## src/rtl/immgen_pipe.sv

```systemverilog
// rtl/immgen_pipe.sv - RV32I immediate generator behind a 2-entry skid buffer
module immgen_pipe #(
  parameter int XLEN        = 32,
  parameter bit EN_CSR_ZIMM = 1'b1
) (
  input  logic            i_clk,
  input  logic            i_rst_n,
  input  logic            i_flush,
  input  logic            i_valid,
  output logic            o_ready,
  input  logic [31:0]     i_inst,
  output logic            o_valid,
  input  logic            i_ready,
  output logic [XLEN-1:0] o_imm,
  output logic [2:0]      o_imm_type,
  output logic            o_illegal
);

  localparam logic [2:0] T_NONE = 3'd0;
  localparam logic [2:0] T_I    = 3'd1;
  localparam logic [2:0] T_S    = 3'd2;
  localparam logic [2:0] T_B    = 3'd3;
  localparam logic [2:0] T_U    = 3'd4;
  localparam logic [2:0] T_J    = 3'd5;
  localparam logic [2:0] T_Z    = 3'd6;

  typedef enum logic [1:0] {S_EMPTY, S_ONE, S_FULL} state_t;

  state_t state, state_next;

  logic               in_xfer, out_xfer;
  logic               ready_q;
  logic               load_out_dec, load_out_skid, load_skid;

  logic [2:0]         dec_type;
  logic               dec_ill;
  logic signed [31:0] dec_imm32;
  logic [XLEN-1:0]    dec_imm;

  logic [XLEN-1:0]    out_imm, skid_imm;
  logic [2:0]         out_type, skid_type;
  logic               out_ill, skid_ill;

  assign o_ready  = ready_q;
  assign o_valid  = (state != S_EMPTY);
  assign in_xfer  = i_valid && ready_q;
  assign out_xfer = o_valid && i_ready;

  // Classify the opcode into an immediate type or flag it illegal.
  always_comb begin
    dec_type = T_NONE;
    dec_ill  = 1'b0;
    if (i_inst[1:0] != 2'b11) begin
      dec_ill = 1'b1;
    end else begin
      case (i_inst[6:2])
        5'b00100, 5'b00000, 5'b11001, 5'b00011: dec_type = T_I;
        5'b01000:                               dec_type = T_S;
        5'b11000:                               dec_type = T_B;
        5'b11011:                               dec_type = T_J;
        5'b01101, 5'b00101:                     dec_type = T_U;
        5'b01100:                               dec_type = T_NONE;
        5'b11100: dec_type = (i_inst[14] && EN_CSR_ZIMM) ? T_Z : T_I;
        default:                                dec_ill  = 1'b1;
      endcase
    end
  end

  // Assemble the 32-bit immediate, then sign-extend to XLEN (Z is non-negative).
  always_comb begin
    dec_imm32 = '0;
    case (dec_type)
      T_I: dec_imm32 = {{20{i_inst[31]}}, i_inst[31:20]};
      T_S: dec_imm32 = {{20{i_inst[31]}}, i_inst[31:25], i_inst[11:7]};
      T_B: dec_imm32 = {{19{i_inst[31]}}, i_inst[31], i_inst[7],
                        i_inst[30:25], i_inst[11:8], 1'b0};
      T_J: dec_imm32 = {{11{i_inst[31]}}, i_inst[31], i_inst[19:12],
                        i_inst[20], i_inst[30:21], 1'b0};
      T_U: dec_imm32 = {i_inst[31:12], 12'b0};
      T_Z: dec_imm32 = {27'b0, i_inst[19:15]};
      default: dec_imm32 = '0;
    endcase
    dec_imm = XLEN'(dec_imm32);
  end

  // Buffer state register.
  always_ff @(posedge i_clk or negedge i_rst_n) begin
    if (!i_rst_n) state <= S_EMPTY;
    else          state <= state_next;
  end

  // Next-state and load-enable selection for the skid buffer.
  always_comb begin
    state_next    = state;
    load_out_dec  = 1'b0;
    load_out_skid = 1'b0;
    load_skid     = 1'b0;
    case (state)
      S_EMPTY: begin
        if (in_xfer) begin
          state_next   = S_ONE;
          load_out_dec = 1'b1;
        end
      end
      S_ONE: begin
        if (in_xfer && out_xfer) begin
          load_out_dec = 1'b1;
        end else if (in_xfer) begin
          state_next = S_FULL;
          load_skid  = 1'b1;
        end else if (out_xfer) begin
          state_next = S_EMPTY;
        end
      end
      S_FULL: begin
        if (out_xfer) begin
          state_next    = S_ONE;
          load_out_skid = 1'b1;
        end
      end
      default: state_next = S_EMPTY;
    endcase
    if (i_flush) begin
      state_next    = S_EMPTY;
      load_out_dec  = 1'b0;
      load_out_skid = 1'b0;
      load_skid     = 1'b0;
    end
  end

  // Ready is registered from the next state so i_ready never reaches o_ready combinationally.
  always_ff @(posedge i_clk or negedge i_rst_n) begin
    if (!i_rst_n) ready_q <= 1'b1;
    else          ready_q <= (state_next != S_FULL);
  end

  // OUT and SKID payload registers; flush clears them like reset does.
  always_ff @(posedge i_clk or negedge i_rst_n) begin
    if (!i_rst_n) begin
      out_imm   <= '0;
      out_type  <= T_NONE;
      out_ill   <= 1'b0;
      skid_imm  <= '0;
      skid_type <= T_NONE;
      skid_ill  <= 1'b0;
    end else if (i_flush) begin
      out_imm   <= '0;
      out_type  <= T_NONE;
      out_ill   <= 1'b0;
      skid_imm  <= '0;
      skid_type <= T_NONE;
      skid_ill  <= 1'b0;
    end else begin
      if (load_out_dec) begin
        out_imm  <= dec_imm;
        out_type <= dec_type;
        out_ill  <= dec_ill;
      end else if (load_out_skid) begin
        out_imm  <= skid_imm;
        out_type <= skid_type;
        out_ill  <= skid_ill;
      end
      if (load_skid) begin
        skid_imm  <= dec_imm;
        skid_type <= dec_type;
        skid_ill  <= dec_ill;
      end
    end
  end

  assign o_imm      = out_imm;
  assign o_imm_type = out_type;
  assign o_illegal  = out_ill;

endmodule

```

## config.mk

```make
export PLATFORM = sky130hd
export DESIGN_NAME = immgen_pipe
export DESIGN_NICKNAME = d
export VERILOG_FILES = /design/src/rtl/immgen_pipe.sv
export SDC_FILE = /design/constraint.sdc
export NUM_CORES = 1
export LEC_CHECK = 0
export CAP_MARGIN = 20
export CELL_PAD_IN_SITES_DETAIL_PLACEMENT = 1
export CELL_PAD_IN_SITES_GLOBAL_PLACEMENT = 2
export CORE_MARGIN = 2
export CORE_UTILIZATION = 33
export DETAILED_ROUTE_END_ITERATION = 12
export GPL_ROUTABILITY_DRIVEN = 0
export GPL_TIMING_DRIVEN = 0
export PLACE_DENSITY = 0.84
export SLEW_MARGIN = 20
export SYNTH_ARGS = -nofsm -noshare
export SYNTH_HDL_FRONTEND = slang
export SYNTH_SLANG_ARGS = --single-unit
```

## constraint.sdc

```tcl
create_clock -name i_clk -period 2.6 [get_ports i_clk]
set_input_delay 0.78 -clock i_clk [delete_from_list [all_inputs] [get_ports i_clk]]
set_output_delay 0.78 -clock i_clk [all_outputs]
set_load 0.005 [all_outputs]
```

======== Word level (Yosys, flattened, before mapping) ========
Cells that the tools add are included.
storage, ports and cells
  latch bits .............................. 0
  input bits .............................. 37
  logic and storage cells ................. 77
  register bits after elaboration ......... 75
  bits in read-only memories .............. 0
  memories ................................ 0
  RAM bits ................................ 0
cells by class
  bitwise operators ....................... 0
  order comparisons ....................... 0
  eq/ne operators ......................... 20
  mux-type cells .......................... 38
  divide/modulo/power cells ............... 0
  shift-type cells ........................ 0
  multipliers ............................. 0
  $add $sub $neg .......................... 0
  reduce and logical (&&, ||, !) cells .... 11
operators by type and width
  operator                                              number
  one-hot mux 32 bit (6 select lines)                   1
  two-way mux 32 bit                                    5
  two-way mux 3 bit                                     7
  equality test 5 bit (second input constant)           4
  one-hot mux 3 bit (6 select lines)                    1
  two-way mux 1 bit                                     16
  equality test 5 x 4 -> 1 bit (second input constant)  3
  two-way mux 2 bit                                     6
  OR reduction 11 bit                                   1
  equality test 5 x 3 -> 1 bit (second input constant)  2
  equality test 3 bit (second input constant)           3
  equality test 3 x 2 -> 1 bit (second input constant)  2
  one-hot mux 2 bit (3 select lines)                    1
  equality test 5 x 2 -> 1 bit (second input constant)  1
  zero test 5 bit                                       1
  inequality test 2 bit (second input constant)         2
  nonzero test 2 bit                                    2
  OR reduction 4 bit                                    1
  equality test 3 x 1 -> 1 bit (second input constant)  1
  logical AND 1 bit                                     3
  nonzero test 3 bit                                    1
  equality test 2 x 1 -> 1 bit (second input constant)  1
  equality test 2 bit (second input constant)           1
  zero test 2 bit                                       1
  other kinds (2)                                       2

======== Logic depth before layout (Yosys ltp) ========
  word-level depth ........................ 8
  mapped depth ............................ 8
  mapped depth without buffers ............ 5

======== Worst setup path after synthesis ========
OpenSTA, ideal clock, no wires.
  path kind ............................... input -> register
  start point ............................. input port i_inst[5]
  end point ............................... register skid_imm[25]
  path slack .............................. 0.400 ns
  path buffers ............................ 1
  library setup time ...................... 0.064 ns
  stages on the path ...................... 6
  data arrival time ....................... 2.135 ns
  cells stage by stage .................... a211o_1 a311o_2 a21o_4 nor2_4 buf_6 a221o_2
between the ends
  cells in the longest elaborated chain, start to end .. 8
RTL lines
  item                                                      line  source
  start, declared                                           11    input logic [31:0] i_inst,
  equality test 5 x 3 -> 1 bit (tied with other cells)      56    case (i_inst[6:2])
  OR reduction 4 bit or OR reduction 2 bit (tied branches)  -
  one-hot mux 3 bit (6 select lines) *                      56
  two-way mux 3 bit *                                       53    if (i_inst[1:0] != 2'b11) begin
  equality test 3 bit (tied with other cells)               72    case (dec_type)
  one-hot mux 32 bit (6 select lines) *                     72
  two-way mux 32 bit *                                      163   if (load_skid) begin
  two-way mux 32 bit *                                      146   end else if (i_flush) begin
  end signal, assigned                                      164   skid_imm <= dec_imm;
  end, declared                                             40    logic [XLEN-1:0] out_imm, skid_imm;
Every way passes the cells marked *; elsewhere a longest branch is shown, timed or not. The select of a mux whose other input is x is not followed.
A chain may end at the register's enable or synchronous reset.

======== Worst setup path in the final report ========
  start point ............................. input port i_inst[5]
  end point ............................... register skid_imm[21]
Same word-level chain as after synthesis.

==> impl_metrics.json <==
{
  "syn_to_final_growth_pct": 35.7,
  "cts_hold_buf": 0,
  "finalSetupViolCount": 0,
  "cts_root_buffer": "clkbuf_16",
  "synth_area_leaders": "dfrtp_1 45%, a21oi_1 3.9%, nand2_1 3.9%",
  "m1WireLength_microns": 6460,
  "fin_ws_ns": 0.0682,
  "grt_pass1_vias": 4097,
  "highest-signal-layer": "met4",
  "fp-row-count": 40,
  "status": "finished clean",
  "endpoint_kind": "flop",
  "die_y_microns": 115,
  "num_vias": 3943,
  "min_period_ns": 2.53,
  "synthesis.nets": 452,
  "required_ns": 2.82,
  "path_max_fanout": 10,
  "max_cap_viol_count": 0,
  "cts_tree": "yes",
  "antenna_found_initial": 0,
  "drcViolationCount": 0,
  "insertion_delay_ns": 0.34,
  "totalNegativeSetupSlack_ns": 0,
  "wl_microns": 14000,
  "pin_count": 75,
  "grt_max_degree": 49,
  "n_antenna_cell": 0,
  "cp-start-kind": "primary input",
  "synthFlopType": "dfrtp_1",
  "htree_levels": 3,
  "drt_iter0_markers": 357,
  "synth_edf_count": 0,
  "yosys_warnings": 0,
  "layout_commonest_cell": "dfrtp_1",
  "ant_nets": 0,
  "cts.sinks": 75,
  "synth_top_area_frac": 0.455,
  "routed-wl-met2_microns": 6750,
  "tightest_slew_ns": 0.589,
  "avgSynthCellArea_sq_um": 9.81,
  "drive_gt1_frac": 0.198,
  "hold_path_class": "primary input to asynchronous set/reset pin",
  "syn_area_sq_um": 4070,
  "crit_type": "primary input to flop",
  "cts_buffers": 9,
  "cts_max_path_buffers": 2,
  "final.period_utilization": 0.974,
  "pre_cts_ws_ns": -0.636,
  "dp_hpwl_microns": 10100,
  "yosysTopAreaCell": "dfrtp_1",
  "peakVddDrop_mv": 0.291,
  "grt_overflow": 0,
  "power.density_nw_per_um2": 550,
  "fp.coreArea_sq_um": 12000,
  "fmax_mhz": 395,
  "viasPerCell": 6.01,
  "wl_per_cell_microns": 21.4,
  "nFillCells": 1375,
  "finalHoldViolCount": 0,
  "clk_pin_slew_ns": 0.06,
  "leakage_nw": 2.31,
  "ys_ff_latch": 75,
  "grt_usage": 0.222,
  "final_nets": 541,
  "start_util": 0.339,
  "layout_common_cells": "74 x dfrtp_1, 67 x clkdlybuf4s50_1, 41 x nand2_1",
  "ys_types": 70,
  "ys_seq_area_frac": 0.461,
  "route.met3.wl_microns": 547,
  "skew_ns": 0.00523,
  "worstPathArrival_ns": 2.75,
  "firstDrtPassIters": 5,
  "rsz0062_at_grt": "true",
  "grt_pass1_wl_microns": 22400,
  "drv_slew": 0,
  "die_x_microns": 115,
  "dieArea_sq_um": 13200,
  "max_slew_margin": 0.608,
  "portBuffers": 73,
  "synthCells": 415,
  "ys_async_sr_fraction": 1.00
}
[registers in the layout, summed over array words and instances (netlist names)]
name / flops
o_illegal: 1
o_imm: 32
o_imm_type: 3
o_ready: 1
skid_ill: 1
skid_imm: 32
skid_type: 3
state: 2
[critical path: stages]
cell and delay [ns]:
clkdlybuf4s50_1 0.50, clkbuf_4 0.22, and3b_1 0.20, nor3_2 0.23, o32a_2 0.26, nor3_2 0.07
buf_4 0.19, a221o_2 0.30
[Yosys cell counts (3+ instances only)]
master    instances
dfrtp_1          74
nand2_1          42
a21oi_1          32
nor2_1           30
nand3_1          15
a221o_1          13
clkbuf_1         13
buf_2            12
o22ai_1          12
a22oi_1          11
nand4_1          11
o21ai_0          11
a221o_2          10
a22o_1           10
o21ai_1           8
a32oi_1           7
inv_1             6
a21boi_0          5
o211ai_1          5
buf_4             4
nor3_1            4
a221oi_1          3
and2_1            3
and4_1            3
nor2_2            3
nor2b_1           3
nor3b_1           3
o21a_1            3
o31ai_1           3
or3_1             3
[layer usage]
layer  track usage  up-vias
met5             0        -
met4        0.0803        0
met3        0.0343       21
met2         0.355      107
met1         0.307     2036
li1              -     1779
[report_power, final]
| group | leakage [nW] | switching (mW) | internal (mW) |
|---|---|---|---|
| clock network | 0.155 | 0.503 | 0.818 |
| registers | 1.02 | 0.0234 | 1.20 |
| logic | 1.13 | 0.285 | 0.206 |
[timing repair]
| action | 4_1_cts | 5_1_grt |
|---|---|---|
| gates resized for setup | 33 | 15 |
| endpoints found under the setup margin | 70 | 72 |
| buffers inserted | 3 | 2 |
| pin swaps | 3 | 1 |
[per-stage QoR]
step	area [sq um]	util	power, mW	hold slack, ns	instances
floorplan	4070	-	1.44	0.447	415
global placement	4990	0.415	1.69	0.460	635
detailed placement	5010	0.417	1.71	0.470	636
CTS	5460	0.455	3.06	0.370	655
global route	5520	0.460	3.16	0.391	656
finish	5520	0.460	3.04	0.366	656
[cell type report]
cell class              count  area [sq um]  share of cell area
clock inverters             4          47.5             0.00861
multi-input cells         302          2140               0.387
clock buffers              12           267              0.0482
flip-flops and latches     75          1880               0.340
well taps                 147           184              0.0333
inverters                   6          22.5             0.00408
plain buffers              31           195              0.0353
repair buffers             79           795               0.144
[path summary, 6_finish.rpt]
path | end | depth (start not counted) | from | slack, ns
max reg2reg | skid_imm[14]$_DFFE_PN0P_ | 5 | o_ready$_DFF_PN1_ | 0.49
min in group i_clk | skid_imm[11]$_DFFE_PN0P_ | 2 | skid_imm[11]$_DFFE_PN0P_ | 0.48
max in group asynchronous | skid_imm[2]$_DFFE_PN0P_ | 2 | i_rst_n | 1.66
min | o_imm[7]$_DFFE_PN0P_ | 1 | i_rst_n | 0.37
max | skid_imm[21]$_DFFE_PN0P_ | 8 | i_inst[5] | 0.07
min reg2reg | skid_imm[11]$_DFFE_PN0P_ | 2 | skid_imm[11]$_DFFE_PN0P_ | 0.48
[cell families (layout without fill, tap and decap cells)]
| logic type | count (synthesis) | after routing | share of synthesized area |
|---|---|---|---|
| and+or+nand+nor | 145 | 145 | 0.198 |
| AOI/OAI and AO/OA | 157 | 157 | 0.295 |
| DFF | 75 | 75 | 0.461 |
| buffers and inverters | 38 | 132 | 0.0464 |
No activity file was read; power rests on OpenSTA's default activity.
